$ cat src/rtl/mips_pkg.sv
// mips_pkg: shared definitions for the multicycle MIPS control unit.
//   - estado_t   : FSM state codes (also driven out on the 'estado' port)
//   - OP_*       : primary opcodes (IR[31:26])
//   - ALUOP_*    : aluOp encodings consumed by ula_controle
//   - PCF_*      : pc_fonte mux selects
//   - ULAB_*     : ula_fonte_b mux selects
// Optional feature macro: MIPS_ADDI_EN (adds the ADDI_EXEC/ADDI_ESCR states).
package mips_pkg;

    typedef enum logic [3:0] {
        BUSCA        = 4'd0,
        DECOD        = 4'd1,
        END_MEM      = 4'd2,
        LE_MEM       = 4'd3,
        ESCR_REG_MEM = 4'd4,
        ESCR_MEM     = 4'd5,
        EXEC         = 4'd6,
        ESCR_R       = 4'd7,
        DESVIO       = 4'd8,
        SALTO        = 4'd9,
`ifdef MIPS_ADDI_EN
        ADDI_EXEC    = 4'd10,
        ADDI_ESCR    = 4'd11,
`endif
        ERRO         = 4'd12,
        INICIO       = 4'd13
    } estado_t;

    localparam logic [5:0] OP_R    = 6'b000000;
    localparam logic [5:0] OP_LW   = 6'b100011;
    localparam logic [5:0] OP_SW   = 6'b101011;
    localparam logic [5:0] OP_BEQ  = 6'b000100;
    localparam logic [5:0] OP_J    = 6'b000010;
    localparam logic [5:0] OP_ADDI = 6'b001000;

    localparam logic [1:0] ALUOP_ADD   = 2'b00;
    localparam logic [1:0] ALUOP_SUB   = 2'b01;
    localparam logic [1:0] ALUOP_FUNCT = 2'b10;

    localparam logic [1:0] PCF_ULA      = 2'b00;
    localparam logic [1:0] PCF_ULASAIDA = 2'b01;
    localparam logic [1:0] PCF_SALTO    = 2'b10;

    localparam logic [1:0] ULAB_REG       = 2'b00;
    localparam logic [1:0] ULAB_QUATRO    = 2'b01;
    localparam logic [1:0] ULAB_IMED      = 2'b10;
    localparam logic [1:0] ULAB_IMED_DESL = 2'b11;

    // States that wait on the memory handshake and are covered by the watchdog.
    function automatic logic estado_mem(estado_t e);
        return (e == BUSCA) || (e == LE_MEM) || (e == ESCR_MEM);
    endfunction

endpackage

$ cat src/rtl/uc_decod_saida.sv
// uc_decod_saida: combinational output decoder of the multicycle control FSM.
// Inputs : estado (registered state), mem_pronta (memory handshake).
// Outputs: every datapath enable/select plus excecao. All outputs are 0 unless
//          the state sets them; only BUSCA looks at mem_pronta.
// Optional feature macro: MIPS_ADDI_EN (decodes the ADDI states).
module uc_decod_saida
    import mips_pkg::*;
(
    input  estado_t    estado,
    input  logic       mem_pronta,
    output logic       pc_escreve,
    output logic       pc_escreve_cond,
    output logic       i_ou_d,
    output logic       mem_le,
    output logic       mem_escreve,
    output logic       mem_para_reg,
    output logic       ir_escreve,
    output logic       reg_escreve,
    output logic       reg_dst,
    output logic       ula_fonte_a,
    output logic [1:0] pc_fonte,
    output logic [1:0] aluOp,
    output logic [1:0] ula_fonte_b,
    output logic       excecao
);

    always_comb begin
        pc_escreve      = 1'b0;
        pc_escreve_cond = 1'b0;
        i_ou_d          = 1'b0;
        mem_le          = 1'b0;
        mem_escreve     = 1'b0;
        mem_para_reg    = 1'b0;
        ir_escreve      = 1'b0;
        reg_escreve     = 1'b0;
        reg_dst         = 1'b0;
        ula_fonte_a     = 1'b0;
        pc_fonte        = PCF_ULA;
        aluOp           = ALUOP_ADD;
        ula_fonte_b     = ULAB_REG;
        excecao         = 1'b0;
        unique case (estado)
            BUSCA: begin
                mem_le      = 1'b1;
                ula_fonte_b = ULAB_QUATRO;
                // IR and PC+4 are latched only in the cycle the fetch completes.
                ir_escreve  = mem_pronta;
                pc_escreve  = mem_pronta;
            end
            DECOD: ula_fonte_b = ULAB_IMED_DESL;
            END_MEM: begin
                ula_fonte_a = 1'b1;
                ula_fonte_b = ULAB_IMED;
            end
            LE_MEM: begin
                mem_le = 1'b1;
                i_ou_d = 1'b1;
            end
            ESCR_REG_MEM: begin
                reg_escreve  = 1'b1;
                mem_para_reg = 1'b1;
            end
            ESCR_MEM: begin
                mem_escreve = 1'b1;
                i_ou_d      = 1'b1;
            end
            EXEC: begin
                ula_fonte_a = 1'b1;
                aluOp       = ALUOP_FUNCT;
            end
            ESCR_R: begin
                reg_escreve = 1'b1;
                reg_dst     = 1'b1;
            end
            DESVIO: begin
                ula_fonte_a     = 1'b1;
                aluOp           = ALUOP_SUB;
                pc_escreve_cond = 1'b1;
                pc_fonte        = PCF_ULASAIDA;
            end
            SALTO: begin
                pc_escreve = 1'b1;
                pc_fonte   = PCF_SALTO;
            end
`ifdef MIPS_ADDI_EN
            ADDI_EXEC: begin
                ula_fonte_a = 1'b1;
                ula_fonte_b = ULAB_IMED;
            end
            ADDI_ESCR: reg_escreve = 1'b1;
`endif
            ERRO: excecao = 1'b1;
            default: ;
        endcase
    end

endmodule

$ cat src/rtl/unidade_controle_multiciclo.sv
// unidade_controle_multiciclo: multicycle main control FSM of the MIPS datapath.
// Parameter: ESPERA_MAX (>=1) max consecutive stall cycles in a memory state.
// Inputs : clk, rst_n (async, active low), opcode (IR[31:26]), mem_pronta.
// Outputs: datapath enables/selects, aluOp, instr_fim (last cycle of an
//          instruction), excecao (pulse in ERRO), estado (current state code).
// Optional feature macro: MIPS_ADDI_EN (opcode 001000 executes as addi).
module unidade_controle_multiciclo
    import mips_pkg::*;
#(
    parameter int unsigned ESPERA_MAX = 15
) (
    input  logic       clk,
    input  logic       rst_n,
    input  logic [5:0] opcode,
    input  logic       mem_pronta,
    output logic       pc_escreve,
    output logic       pc_escreve_cond,
    output logic       i_ou_d,
    output logic       mem_le,
    output logic       mem_escreve,
    output logic       mem_para_reg,
    output logic       ir_escreve,
    output logic       reg_escreve,
    output logic       reg_dst,
    output logic       ula_fonte_a,
    output logic [1:0] pc_fonte,
    output logic [1:0] aluOp,
    output logic [1:0] ula_fonte_b,
    output logic       instr_fim,
    output logic       excecao,
    output logic [3:0] estado
);

    localparam int unsigned CW = $clog2(ESPERA_MAX + 1);

    estado_t          estado_q, estado_d;
    logic    [CW-1:0] cnt_q, cnt_d;
    logic             estouro;

    assign estouro = (cnt_q == CW'(ESPERA_MAX));

    // State register and watchdog counter.
    always_ff @(posedge clk or negedge rst_n) begin
        if (!rst_n) begin
            estado_q <= INICIO;
            cnt_q    <= '0;
        end else begin
            estado_q <= estado_d;
            cnt_q    <= cnt_d;
        end
    end

    // Next-state logic and watchdog update.
    always_comb begin
        estado_d = estado_q;
        unique case (estado_q)
            INICIO: estado_d = BUSCA;
            BUSCA: begin
                // A completing access wins over a simultaneous timeout.
                if (mem_pronta)   estado_d = DECOD;
                else if (estouro) estado_d = ERRO;
            end
            DECOD: begin
                case (opcode)
                    OP_R:         estado_d = EXEC;
                    OP_LW, OP_SW: estado_d = END_MEM;
                    OP_BEQ:       estado_d = DESVIO;
                    OP_J:         estado_d = SALTO;
`ifdef MIPS_ADDI_EN
                    OP_ADDI:      estado_d = ADDI_EXEC;
`endif
                    default:      estado_d = ERRO;
                endcase
            end
            END_MEM: begin
                if (opcode == OP_LW)      estado_d = LE_MEM;
                else if (opcode == OP_SW) estado_d = ESCR_MEM;
                else                      estado_d = ERRO;
            end
            LE_MEM: begin
                if (mem_pronta)   estado_d = ESCR_REG_MEM;
                else if (estouro) estado_d = ERRO;
            end
            ESCR_MEM: begin
                if (mem_pronta)   estado_d = BUSCA;
                else if (estouro) estado_d = ERRO;
            end
            ESCR_REG_MEM: estado_d = BUSCA;
            EXEC:         estado_d = ESCR_R;
            ESCR_R:       estado_d = BUSCA;
            DESVIO:       estado_d = BUSCA;
            SALTO:        estado_d = BUSCA;
`ifdef MIPS_ADDI_EN
            ADDI_EXEC:    estado_d = ADDI_ESCR;
            ADDI_ESCR:    estado_d = BUSCA;
`endif
            ERRO:         estado_d = BUSCA;
            default:      estado_d = INICIO;
        endcase

        cnt_d = cnt_q;
        if (estado_d != estado_q) begin
            cnt_d = '0;
        end else if (estado_mem(estado_q) && !mem_pronta) begin
            cnt_d = cnt_q + CW'(1);
        end
    end

    // Output decode.
    uc_decod_saida u_decod_saida (
        .estado          (estado_q),
        .mem_pronta      (mem_pronta),
        .pc_escreve      (pc_escreve),
        .pc_escreve_cond (pc_escreve_cond),
        .i_ou_d          (i_ou_d),
        .mem_le          (mem_le),
        .mem_escreve     (mem_escreve),
        .mem_para_reg    (mem_para_reg),
        .ir_escreve      (ir_escreve),
        .reg_escreve     (reg_escreve),
        .reg_dst         (reg_dst),
        .ula_fonte_a     (ula_fonte_a),
        .pc_fonte        (pc_fonte),
        .aluOp           (aluOp),
        .ula_fonte_b     (ula_fonte_b),
        .excecao         (excecao)
    );

    // Last cycle of an instruction: about to enter BUSCA from any other state
    // except INICIO (staying in BUSCA during a stall is not an entry).
    always_comb begin
        instr_fim = (estado_d == BUSCA) && (estado_q != BUSCA) && (estado_q != INICIO);
    end

    assign estado = estado_q;

endmodule

$ cat config.mk
export PLATFORM = sky130hd
export DESIGN_NAME = unidade_controle_multiciclo
export DESIGN_NICKNAME = d
export VERILOG_FILES = /design/src/rtl/mips_pkg.sv /design/src/rtl/uc_decod_saida.sv /design/src/rtl/unidade_controle_multiciclo.sv
export SDC_FILE = /design/constraint.sdc
export NUM_CORES = 1
export LEC_CHECK = 0
export ABC_AREA = 1
export BUFFER_PORTS_ARGS = -buffer_cell sky130_fd_sc_hd__buf_2
export CAP_MARGIN = 10
export CELL_PAD_IN_SITES_DETAIL_PLACEMENT = 0
export CELL_PAD_IN_SITES_GLOBAL_PLACEMENT = 1
export CORE_MARGIN = 3
export CORE_UTILIZATION = 28
export DETAILED_ROUTE_END_ITERATION = 16
export HOLD_SLACK_MARGIN = 0.12
export PLACE_DENSITY_LB_ADDON = 0.1
export SYNTH_ARGS = -nofsm -noshare
export SYNTH_HDL_FRONTEND = slang
export SYNTH_SLANG_ARGS = --single-unit
$ cat constraint.sdc
create_clock -name clk -period 1.9 [get_ports clk]
set_input_delay 0.285 -clock clk [delete_from_list [all_inputs] [get_ports clk]]
set_output_delay 0.285 -clock clk [all_outputs]
set_load 0.02 [all_outputs]
Yosys cells after proc, flatten, opt, wreduce, memory -nomap -nowiden
Index checks and enable logic that the tools add are counted.
W data, S select, Z words.
{"block": "classes", "muxes": 24, "eq_ne": 18, "addsub": 1, "reduce_logical": 17}
{"op": "$mux W4", "count": 8}
{"op": "$pmux W4 S7", "count": 1}
{"op": "$eq A4 B4 Y1 const B", "count": 5}
{"op": "$eq A4 B3 Y1 const B", "count": 4}
{"op": "$pmux W4 S4", "count": 1}
{"op": "$eq A6 B6 Y1 const B", "count": 2}
{"op": "$mux W1", "count": 10}
{"op": "$eq A4 B2 Y1 const B", "count": 2}
{"op": "$logic_not A4 Y1", "count": 2}
{"op": "$pmux W2 S2", "count": 2}
{"op": "$reduce_or A2 Y1", "count": 4}
{"op": "$eq A6 B2 Y1 const B", "count": 1}
{"op": "$eq A6 B3 Y1 const B", "count": 1}
{"op": "$logic_not A6 Y1", "count": 1}
{"op": "$pmux W2 S3", "count": 1}
{"op": "$reduce_or A6 Y1", "count": 1}
{"op": "$add A4 B1 Y4 const B", "count": 1}
{"op": "$eq A4 B1 Y1 const B", "count": 1}
{"op": "$ne A4 B4 Y1", "count": 1}
{"op": "$ne A4 B4 Y1 const B", "count": 1}
{"op": "$reduce_bool A4 Y1", "count": 1}
{"op": "$logic_and A1 B1 Y1", "count": 3}
{"op": "$reduce_or A3 Y1", "count": 1}
{"op": "$logic_or A1 B1 Y1", "count": 2}
{"op": "other kinds (3)", "count": 3}
{"block": "totals", "output_inout_bits": 22, "inputBits": 9, "word_cells": 62, "regBits": 8}

Longest topological paths before layout
{"block": "logic_depth", "depth_word": 7, "depth_mapped": 12, "ltp_nobuf": 11}

Hierarchy
A second synthesis with hierarchy kept.
{"block": "hier_totals", "cells_unflattened": 153, "hier_area_um2": 884.6}
{"module": "unidade_controle_multiciclo", "seq_area_each_um2": 203.9, "instances": 1, "area_each_um2": 733.2, "cells_each": 115}
{"module": "uc_decod_saida", "seq_area_each_um2": 0.0, "instances": 1, "area_each_um2": 151.4, "cells_each": 38}

Worst setup path after synthesis
No wires, ideal clock.
{"block": "synth_timing", "kind": "flip-flop to output port", "start": "register estado_q[1], in the netlist estado[1]", "end": "output ula_fonte_a", "arrival_time_ns": 1.791, "path_buffers": 1, "required_ns": 1.615, "slack_ns": -0.176, "path_stages_with_launch": 6, "path_cell_list": "dfrtp_1 -> buf_4 -> nor2_2 -> inv_1 -> nor3_1 -> o21bai_1"}
{"block": "synth_between", "elab_chain_len": 3, "word_cells_on_any_way": 5, "cone_classes": "eq/ne: 3; mux: 1; reduce/logical: 1"}
{"item": "start, declared", "line_no": "unidade_controle_multiciclo.sv:36", "source": "estado_t estado_q, estado_d;"}
{"item": "start signal, assigned", "line_no": "unidade_controle_multiciclo.sv:48", "source": "estado_q <= estado_d;"}
{"item": "$eq A4 B3 Y1 (tied with other cells)", "line_no": "uc_decod_saida.sv:42", "source": "unique case (estado)"}
{"item": "$reduce_or A3 Y1 (no line) *"}
{"item": "$mux W1 *", "line_no": "uc_decod_saida.sv:42"}
{"item": "end, declared", "line_no": "unidade_controle_multiciclo.sv:25", "source": "output logic ula_fonte_a,"}
Every way passes the cells marked *; elsewhere a longest branch is shown, timed or not.

Worst setup path after layout
{"block": "layout_timing", "start": "register estado_q[0], in the netlist estado[0]", "end": "output instr_fim"}
{"block": "layout_between", "elab_chain_len": 6, "word_cells_on_any_way": 23, "cone_classes": "eq/ne: 12; mux: 5; reduce/logical: 6"}
{"item": "$eq A4 B4 Y1 or $eq A4 B3 Y1 (tied branches)", "line_no": "unidade_controle_multiciclo.sv:56", "source": "unique case (estado_q)"}
{"item": "$reduce_or A6 Y1 (no line)"}
{"item": "$pmux W4 S7 *", "line_no": "unidade_controle_multiciclo.sv:56"}
{"item": "named net estado_d[3]", "line_no": "unidade_controle_multiciclo.sv:36"}
{"item": "$logic_not A4 Y1 *", "line_no": "unidade_controle_multiciclo.sv:132", "source": "instr_fim = (estado_d == BUSCA) && (estado_q != BUSCA) && (estado_q != INICIO);"}
{"item": "$logic_and A1 B1 Y1 * (2 in a row)", "line_no": "unidade_controle_multiciclo.sv:132"}
{"item": "end, declared", "line_no": "unidade_controle_multiciclo.sv:29", "source": "output logic instr_fim,"}
Mark *: on every way through the listed nets, which the timed path passes. The rest lies on a longest branch.

==> run metrics <==
Avg Cell Area, Syn=6.64 sq um; Slew Limit Headroom=75.0%; GRT Total Usage=15.9%; # setup viols final=8; initial antenna violation count=0; Clock Latency Late Sink=0.27 ns; Die ar.=3730 sq um; Initial Util=30.0%; worst-path fanout max=5; Internal=0.995 mW; worst-case clock buffer depth=2; hold crit path type=input pin to asynchronous set/reset pin; PD cells=1210 nW/um^2; CP Cell Sequence=inv_4 -> buf_6 -> nor2_4 -> nand2_2 -> nand3_2 -> buf_4 -> nand3_1 -> nand2_2 -> nor3_4 -> buf_6; share of cells above drive strength 1=63.5%; violated checks=setup timing; Worst-path clk slew=0.07 ns; crit share post-route=114%; sequential area share after synthesis=24.0%; Core ar.=2830 sq um; Worst Path Arrival=1.88 ns; routability cong.=0.799; via/cell ratio=4.79; pre-CTS setup slack=-0.128 ns; Sequential Power Share=14.6%; Worst path slowest cell=dfstp_2; outcome=finished, violations left; clock share of power=7.8%; cell count after synthesis=128; CTS tree=built; RSZ-0062 raised after global routing=yes; Max Freq=0.463 GHz; Gate power share=77.6%; first-pass GRT wire length=4470 um; Row Count=19; Static Leak=0.878 nW; DRT Wirelength=2680 um; synthesis-to-layout area growth=85.1%; crit path buf inv count=4; Synth area leaders=dfrtp_1 (15%), nand2_1 (11%), dfstp_2 (9.3%), nand3_1 (7.7%), nor2_1 (7.1%); Port Buffers=30; ant diodes=0; post-synthesis cell type count=25; register bit total from synthesis=8; Sw Share=47.7%; DRC=0; max cap viols=0; largest net degree at the start of global routing=9; initial DRC count=37; clk sinks=8; critical path class=register to output pin; fin util=55.6%; vias in the first global route=1,065; Slew @ Worst Pin=0.372 ns; post-synthesis net count=138; crit-path max cell delay=0.61 ns; grt ovf=0; Max Transition Viols Final=0; switching power total=0.908 mW; final clock skew=0.0132 ns; Antenna Nets Post-Route=0; wire length per cell=11.4 um; startpoint types=register; Final min period=2.16 ns; cell accounting for the most synthesized area=dfrtp_1; router iterations before antenna repair=4; routed vias=1,120; die height=61.1 um; Max VDD drop=0.000813 V; layout net count=214; share of Yosys cell area claimed by the top area cell type=14.7%; # placed instances=214; CTS Root Cell=clkbuf_4; YS warnings=0; DIE WIDTH=61.1 um; post-route setup slack=-0.261 ns; mapped cell area=850 sq um; family with the most delay on the worst path=flip-flops; Num CTS Buffers=3; fin cells=234; I/O pins=31; element type at the critical path end=output pin; CP required=1.62 ns; H-Tree Depth=1; dpl hpwl=2140 um; Fin. Hold Viols=0
[stage by stage]
step / cell area (sq um) / hold slack, ns / power (mW) / setup TNS (ns)
2_1_floorplan: 881 / -0.0106 / 1.01 / -0.0191
3_3_place_gp: 1260 / 0.135 / 1.45 / -0.158
3_5_place_dp: 1260 / 0.139 / 1.44 / -0.128
4_1_cts: 1430 / 0.385 / 1.77 / -1.51
5_1_grt: 1570 / 0.401 / 2.05 / -2.02
6_report: 1570 / 0.385 / 1.90 / -0.590
[registers in the layout, summed over array words and instances (netlist names)]
signal and count:
cnt_q 4, estado 4
[cells in the final DEF, fill, tap and decap left out, types with 3 or more instances in the layout]
cell type and n:
nand2_2 10, inv_4 3, nand3_1 11, clkbuf_4 3, nor2_2 5, buf_2 19
nor3_4 3, nand2_4 6, inv_2 3, buf_4 46, dfrtp_1 4, inv_1 12
nand2_1 18, buf_6 8, nand3_2 5, nand4_1 5, nor2_4 5, nor3_2 4
nor2_1 14, dfstp_2 3
[per-layer routing]
metal | up-vias | share of wire, % | track usage, %
met2 | 34 | 49 | 26.9
met4 | 0 | 2.6 | 6.19
met1 | 514 | 43 | 19.6
met3 | 9 | 5.2 | 3.35
li1 | 563 | - | -
met5 | - | 0 | 0
[area by class of cell]
type,instances,area (sq um)
Inverter,18,75.1
Tap cell,31,38.8
Sequential cell,8,205
Timing Repair Buffer,74,541
Fill cell,259,1260
Multi-Input combinational cell,99,687
Clock buffer,4,26.3
[timing repair]
item | in CTS | in global routing
setup buffers | 12 | 7
endpoints found under the setup margin | 3 | 20
gates resized for setup | 13 | 34
pin swaps | 10 | 13
hold buffers | 1 | 0
endpoints found under the hold margin | 8 | 0
[path summary, 6_finish.rpt]
| check | slack (ns) | to | from | cells after the start |
|---|---|---|---|---|
| worst max-delay path | -0.26 | instr_fim | estado[0] | 10 |
| worst min-delay path | 0.39 | cnt_q[2] | rst_n | 2 |
| worst max register to register | 0.04 | cnt_q[0] | estado[0] | 10 |
| worst min register to register | 0.54 | cnt_q[0] | cnt_q[0] | 2 |
| max in group asynchronous | 1.26 | estado[0] | rst_n | 2 |
| min in group clk | 0.42 | estado[3] | mem_pronta | 4 |
[power by group through the flow]
stage	Combinational, mW	Sequential [mW]	Clock, mW
after global placement	1.18	0.270	0
after floorplan	0.701	0.307	0
after detailed placement	1.17	0.272	0
after CTS	1.34	0.276	0.154
final	1.48	0.278	0.148
after global routing	1.60	0.283	0.169
[Yosys cell counts]
cell / number
nor2_4: 1
nand3_2: 3
inv_2: 5
inv_1: 13
o21ai_0: 1
nand3_1: 13
nand4_1: 5
o21bai_1: 1
nor3_2: 5
a21oi_1: 3
nor2_2: 7
xnor2_1: 1
dfrtp_1: 5
buf_4: 3
nand3_4: 1
dfstp_2: 3
xor2_1: 1
nand2_2: 9
ha_1: 1
nor2_1: 16
nand2_4: 1
o21ai_1: 1
nor3_1: 4
or2_2: 1
nand2_1: 24
[kinds of logic (layout without fill, tap and decap cells)]
family / count (synthesis) / count (layout) / share of synthesized area (%)
xor gates and xnor gates: 2 / 2 / 2.06
DFF: 8 / 8 / 24.0
AOI/OAI and AO/OA: 6 / 6 / 3.83
adders and majority gates: 1 / 1 / 1.47
and+or+nand+nor: 90 / 90 / 58.0
buffers and inverters: 21 / 96 / 10.6
(Power assumes the default switching activity.)
